**src/rtl/exception_controller.sv**
```systemverilog
// exception_controller
// Consumes the exception flag and raw cause bits from the detect stage.
// On an exception it saves the faulting PC, latches a priority-encoded cause,
// squashes the pipeline for FLUSH_CYCLES cycles and redirects fetch to the
// handler vector. It tracks handler residency and returns fetch to the saved
// PC when the handler requests an exception return.
module exception_controller #(
  parameter int                  PC_WIDTH       = 32,
  parameter logic [PC_WIDTH-1:0] HANDLER_VECTOR = 32'h0000_0080,
  parameter int                  FLUSH_CYCLES   = 2
) (
  input  logic                EC_clk,
  input  logic                EC_reset,
  input  logic                EC_flag,
  input  logic                EC_overflow,
  input  logic                EC_invalid_addr,
  input  logic                EC_div_zero,
  input  logic                EC_control,
  input  logic                EC_write2_0,
  input  logic [PC_WIDTH-1:0] EC_pc,
  input  logic                EC_eret,
  input  logic                EC_clr_df,
  output logic                EC_flush,
  output logic                EC_pc_sel,
  output logic [PC_WIDTH-1:0] EC_pc_target,
  output logic [PC_WIDTH-1:0] EC_epc,
  output logic [2:0]          EC_cause,
  output logic                EC_in_handler,
  output logic                EC_double_fault
);

  // Controller states
  localparam logic [2:0] ST_IDLE     = 3'd0;
  localparam logic [2:0] ST_FLUSH    = 3'd1;
  localparam logic [2:0] ST_REDIRECT = 3'd2;
  localparam logic [2:0] ST_HANDLER  = 3'd3;
  localparam logic [2:0] ST_RETURN   = 3'd4;

  // The flush length fits in four bits (1..15).
  localparam logic [3:0] FLUSH_INIT = 4'(FLUSH_CYCLES);

  // Cause codes
  localparam logic [2:0] CAUSE_UNKNOWN = 3'd7;
  localparam int         NUM_CAUSES    = 5;

  logic [2:0]          state_reg, state_next;
  logic [3:0]          cnt_reg, cnt_next;
  logic                flush_reg, flush_next;
  logic                pc_sel_reg, pc_sel_next;
  logic [PC_WIDTH-1:0] pc_target_reg, pc_target_next;
  logic [PC_WIDTH-1:0] epc_reg, epc_next;
  logic [2:0]          cause_reg, cause_next;
  logic                in_handler_reg, in_handler_next;
  logic                double_fault_reg, double_fault_next;

  // ---------------------------------------------------------------------
  // Cause priority encoder. Bit 0 is the highest priority and maps to
  // code 1, bit 4 maps to code 5. A flag with no cause bit is "unknown".
  // ---------------------------------------------------------------------
  logic [NUM_CAUSES-1:0] cause_bits;
  logic [NUM_CAUSES-1:0] first_hit;
  logic [2:0]            hit_code [NUM_CAUSES];
  logic [2:0]            enc_cause;

  assign cause_bits = {EC_write2_0, EC_control, EC_div_zero, EC_overflow, EC_invalid_addr};

  genvar gi;
  generate
    for (gi = 0; gi < NUM_CAUSES; gi++) begin : g_prio
      if (gi == 0) begin : g_top
        assign first_hit[gi] = cause_bits[gi];
      end else begin : g_rest
        // A lower-priority bit only wins if nothing above it is set.
        assign first_hit[gi] = cause_bits[gi] & ~(|cause_bits[gi-1:0]);
      end
      assign hit_code[gi] = first_hit[gi] ? 3'(gi + 1) : 3'd0;
    end
  endgenerate

  // Merge the one-hot winner's code; fall back to "unknown" with no cause.
  always_comb begin
    enc_cause = 3'd0;
    for (int i = 0; i < NUM_CAUSES; i++) begin
      enc_cause = enc_cause | hit_code[i];
    end
    if (cause_bits == '0) begin
      enc_cause = CAUSE_UNKNOWN;
    end
  end

  // ---------------------------------------------------------------------
  // Next-state and next-output logic. Every output is registered, so the
  // combinational block computes the value each register takes next edge.
  // ---------------------------------------------------------------------
  always_comb begin
    state_next        = state_reg;
    cnt_next          = cnt_reg;
    flush_next        = flush_reg;
    pc_sel_next       = pc_sel_reg;
    pc_target_next    = pc_target_reg;
    epc_next          = epc_reg;
    cause_next        = cause_reg;
    in_handler_next   = in_handler_reg;
    double_fault_next = double_fault_reg;

    // Clearing the sticky bit is allowed in any state; a double fault
    // raised in the same cycle overrides it below.
    if (EC_clr_df) begin
      double_fault_next = 1'b0;
    end

    case (state_reg)
      ST_IDLE: begin
        // Exception return with nothing to return from is ignored.
        if (EC_flag) begin
          epc_next   = EC_pc;
          cause_next = enc_cause;
          cnt_next   = FLUSH_INIT;
          flush_next = 1'b1;
          state_next = ST_FLUSH;
        end
      end

      ST_FLUSH: begin
        // The count loaded on entry covers the first flush cycle, so the
        // redirect is issued on the edge where the last count remains.
        if (cnt_reg <= 4'd1) begin
          cnt_next       = 4'd0;
          flush_next     = 1'b0;
          pc_sel_next    = 1'b1;
          pc_target_next = HANDLER_VECTOR;
          state_next     = ST_REDIRECT;
        end else begin
          cnt_next = cnt_reg - 4'd1;
        end
      end

      ST_REDIRECT: begin
        pc_sel_next     = 1'b0;
        in_handler_next = 1'b1;
        state_next      = ST_HANDLER;
      end

      ST_HANDLER: begin
        // A fault inside the handler is only recorded; the saved context
        // is kept so the original exception can still be returned from.
        if (EC_flag) begin
          double_fault_next = 1'b1;
        end else if (EC_eret) begin
          pc_sel_next     = 1'b1;
          pc_target_next  = epc_reg;
          in_handler_next = 1'b0;
          state_next      = ST_RETURN;
        end
      end

      ST_RETURN: begin
        pc_sel_next = 1'b0;
        state_next  = ST_IDLE;
      end

      default: begin
        state_next      = ST_IDLE;
        cnt_next        = 4'd0;
        flush_next      = 1'b0;
        pc_sel_next     = 1'b0;
        in_handler_next = 1'b0;
      end
    endcase
  end

  // State and output registers; reset abandons any operation in progress.
  always_ff @(posedge EC_clk or posedge EC_reset) begin
    if (EC_reset) begin
      state_reg        <= ST_IDLE;
      cnt_reg          <= 4'd0;
      flush_reg        <= 1'b0;
      pc_sel_reg       <= 1'b0;
      pc_target_reg    <= '0;
      epc_reg          <= '0;
      cause_reg        <= 3'd0;
      in_handler_reg   <= 1'b0;
      double_fault_reg <= 1'b0;
    end else begin
      state_reg        <= state_next;
      cnt_reg          <= cnt_next;
      flush_reg        <= flush_next;
      pc_sel_reg       <= pc_sel_next;
      pc_target_reg    <= pc_target_next;
      epc_reg          <= epc_next;
      cause_reg        <= cause_next;
      in_handler_reg   <= in_handler_next;
      double_fault_reg <= double_fault_next;
    end
  end

  assign EC_flush        = flush_reg;
  assign EC_pc_sel       = pc_sel_reg;
  assign EC_pc_target    = pc_target_reg;
  assign EC_epc          = epc_reg;
  assign EC_cause        = cause_reg;
  assign EC_in_handler   = in_handler_reg;
  assign EC_double_fault = double_fault_reg;

endmodule

```
**config.mk**
```make
export PLATFORM = sky130hd
export DESIGN_NAME = exception_controller
export DESIGN_NICKNAME = d
export VERILOG_FILES = /design/src/rtl/exception_controller.sv
export SDC_FILE = /design/constraint.sdc
export NUM_CORES = 1
export LEC_CHECK = 0
export CAP_MARGIN = 10
export CORE_ASPECT_RATIO = 1.1
export CORE_MARGIN = 3
export CORE_UTILIZATION = 43
export CTS_BUF_LIST = sky130_fd_sc_hd__clkbuf_8
export DETAILED_ROUTE_END_ITERATION = 10
export GPL_TIMING_DRIVEN = 0
export PLACE_DENSITY = 0.78
export REMOVE_ABC_BUFFERS = 1
export SYNTH_ARGS = -nofsm -noshare
export SYNTH_HDL_FRONTEND = slang
export SYNTH_SLANG_ARGS = --single-unit
```
**constraint.sdc**
```tcl
create_clock -name EC_clk -period 4 [get_ports EC_clk]
set_clock_uncertainty 0.15 [all_clocks]
set_input_delay 1.2 -clock EC_clk [delete_from_list [all_inputs] [get_ports EC_clk]]
set_output_delay 1.2 -clock EC_clk [all_outputs]
set_load 0.05 [all_outputs]
```
==> results.md, run 1 <==
- Worst path required time: 4070 ps
- Root buffer cell: clkbuf_8
- P&R area growth vs syn: 44.9%
- Hold/Removal Path Class: flip-flop to flip-flop
- Detailed Route Iter0 Violations: 110
- Most used flip-flop cell after synthesis: dfrtp_1
- Drt via density: 5.12
- Area occupied by multi-input gates: 1030 um2
- CTS tree: done
- Pwr Total: 4540 uW
- Netlist Area Pre-Place: 3110 um2
- Hold Vio Cnt, Final: 0
- Crit Path Class: primary input to flip-flop
- IR drop worst, VDD: 0.606 mV
- I/O pin count: 113
- Critical path startpoint category: primary input
- Worst slew margin: 35.3%
- First-pass GRT wire length: 12200 um
- Final WL: 7480 um
- TritonRoute pass-1 iters: 6
- Avg WL per Cell: 15.5 um
- Sequential area share after synthesis: 62.8%
- Post-Synthesis Cells: 287
- Synth warnings: 0
- Initial antenna violation count: 0
- Initial core utilization: 45.8%
- Horiz. Die Dim: 87.1 um
- Worst skew pair latency: 340 ps
- # fillers: 522
- CTS clk-pin slew, worst paths: 70 ps
- Final worst setup slack: 969 ps
- Vias in the first global route: 2475
- PwrDens: 1010 nW/um2
- I/O Buffers: 112
- Post-synth top area cell: dfrtp_1
- HPWL after DPL: 5100 um
- CP cell instances: clkdlybuf4s50_1, nand2b_1, nor3_4, buf_16, o21ai_1, o22a_1
- Fin util: 66.4%
- Largest stage delay, worst path: 680 ps
- #FFs+latches synth: 78
- Total CTS buffers: 9
- Share of cells above drive strength 1: 6.47%
- Lkg Pwr: 0.00211 uW
- Number of synthesized flops with an enable pin: 0
- CP Capture Type: flip-flop
- Max Clk Rate: 0.330 GHz
- H-tree depth: 3
- Pre-CTS WS: 613 ps
- Slowest CP cell: nor3_4
- Fin crit period: 3030 ps
- Area share of the largest cell type after synthesis: 62.8%
- RD Place Congestion: 0.737
- # setup viols final: 0
- Via count: 2476
- Max cap viols: 0
- Antenna Nets Post-Route: 0
- CTS Sinks: 78
- Rows: 31
- Critical Path Fanout Max: 19
- Top post-synthesis cells by area: dfrtp_1 (63%), nand2_1 (12%), a22o_1 (8.7%), buf_6 (1.4%), o21ai_1 (1.3%)
- Ant diodes: 0
- Worst slew pin tran: 971 ps
- Status: complete, no violations
- Residual DRC: 0
- Tcrit/Tclk final: 75.8%
- Reg area: 1950 um2
- Mean Syn Cell Area: 10.8 um2
- RSZ-0062 raised after global routing: false
- Final non-filler cell total: 484
- Die height: 95.2 um
- Placed Cells incl. Taps: 468
- Number of slew-limit violations in the final report: 0
- Die area: 8290 um2
- Setup bufs post-CTS: 0
- Layout net count: 441
- Fraction of registers with async set/reset: 100%
- GRT Total Usage: 18.7%
- Post-CTS Resized: 0
- Unique masters post-synth: 32
- Cts hold-fix bufs: 0
- WHS: 330 ps
- CTS Buffer Depth: 2
- Global route overflow: 0
- Largest net degree at the start of global routing: 73
- Worst path arrival time: 3110 ps
- Core area: 6790 um2
-- cells in the final DEF, fill, tap and decap left out, types with 2 or more instances in the layout --
cell | synthesis | routed
a21oi_1 | 3 | 3
clkbuf_8 | 0 | 9
o21ai_1 | 8 | 8
inv_1 | 8 | 8
buf_16 | 0 | 3
a31oi_1 | 2 | 2
nor2b_1 | 3 | 3
and3_1 | 2 | 2
nand2b_1 | 4 | 4
o21ai_0 | 3 | 3
o22a_1 | 2 | 2
clkinvlp_4 | 0 | 3
clkinv_2 | 0 | 2
nand2_1 | 102 | 102
ha_1 | 2 | 2
o31ai_1 | 4 | 4
nand3_1 | 2 | 2
nor2b_2 | 2 | 2
clkdlybuf4s50_1 | 0 | 112
a22o_1 | 31 | 31
dfrtp_1 | 78 | 78
nor2_1 | 4 | 4
-- where the power goes --
| group | leakage, uW | switching (uW) | total (uW) | internal, uW |
|---|---|---|---|---|
| combinational | 0.00100 | 1690 | 2560 | 868 |
| clock | 0.0000924 | 281 | 565 | 284 |
| sequential | 0.00101 | 280 | 1410 | 1130 |
| total | 0.00211 | 2250 | 4540 | 2280 |
-- routing by layer --
layer	GRT usage, %	wire (um)	share of wire (%)	vias up
met5	0	0	0	-
met4	7.29	73	0.98	0
met1	24.3	3130	42	1196
met3	5.36	674	9.0	6
met2	29.7	3600	48	89
li1	-	-	-	1185
-- path summary, 6_finish.rpt --
path                                           from                          end  slack (ps)  cells after the start
min reg2reg                 EC_cause[2]$_DFFE_PP0P_      EC_cause[2]$_DFFE_PP0P_         330                      2
max                                         EC_flag      EC_cause[0]$_DFFE_PP0P_         970                      6
max reg2reg                state_reg[0]$_DFFE_PP0P_      EC_cause[2]$_DFFE_PP0P_        1720                      3
max in group asynchronous                  EC_reset  EC_pc_target[4]$_DFFE_PP0P_        2210                      3
min                         EC_cause[2]$_DFFE_PP0P_      EC_cause[2]$_DFFE_PP0P_         330                      2
min in group asynchronous                  EC_reset        EC_epc[5]$_DFFE_PP0P_         940                      2
-- layout make-up --
class | count | share of cell area [%]
flip-flops and latches | 78 | 43.3
repair buffers | 115 | 26.7
multi-input cells | 185 | 22.8
clock buffers | 9 | 2.75
well taps | 82 | 2.28
clock inverters | 7 | 1.47
inverters | 8 | 0.722
-- metrics by stage --
step / setup TNS, ps / instance area, um2
6_report: 0 / 4510
5_1_grt: 0 / 4510
4_1_cts: 0 / 4510
3_3_place_gp: -42350 / 4220
2_1_floorplan: 0 / 3000
3_5_place_dp: 0 / 4320
-- synth_stat cells, types with 2 or more instances --
| library cell | n |
|---|---|
| nor2b_1 | 3 |
| buf_6 | 4 |
| dfrtp_1 | 78 |
| nand2_1 | 102 |
| nor2_1 | 4 |
| nor2b_2 | 2 |
| buf_2 | 7 |
| buf_4 | 4 |
| a31oi_1 | 2 |
| a21oi_1 | 3 |
| nand2b_1 | 4 |
| a22o_1 | 31 |
| ha_1 | 2 |
| o21ai_0 | 3 |
| inv_1 | 8 |
| o22a_1 | 2 |
| o21ai_1 | 8 |
| and3_1 | 2 |
| nand3_1 | 2 |
| o31ai_1 | 4 |
-- cells by family after synthesis --
| logic type | share of synthesized area [%] |
|---|---|
| AOI/OAI and AO/OA | 14.8 |
| adders and majority gates | 0.804 |
| buffers and inverters | 4.63 |
| DFF | 62.8 |
| and+or+nand+nor | 17.1 |
-- critical path, delay by kind of cell --
family                 cells  cell delay, ps
AO/OA/AOI/OAI              2             260
buffers and inverters      2             820
AND/OR/NAND/NOR            2             830
Note: power is estimated with default switching activity, not from simulation.
==> inputs of run 2 (changes only) <==
==> constraint.sdc (replaced) <==
create_clock -name EC_clk -period 3.06 [get_ports EC_clk]
set_clock_uncertainty 0.15 [all_clocks]
set_input_delay 0.918 -clock EC_clk [delete_from_list [all_inputs] [get_ports EC_clk]]
set_output_delay 0.918 -clock EC_clk [all_outputs]
set_load 0.05 [all_outputs]
==> results of run 2 <==
Same layout as run 1 (identical final DEF). Status: complete, no violations.
Among the figures that moved: setup slack after placement 613 ps -> -45.5 ps; setup slack after layout 969 ps -> 311 ps; register-to-register setup slack 1720 ps -> 780 ps; total power 4540 uW -> 5930 uW; worst IR drop on VDD 0.606 mV -> 0.792 mV
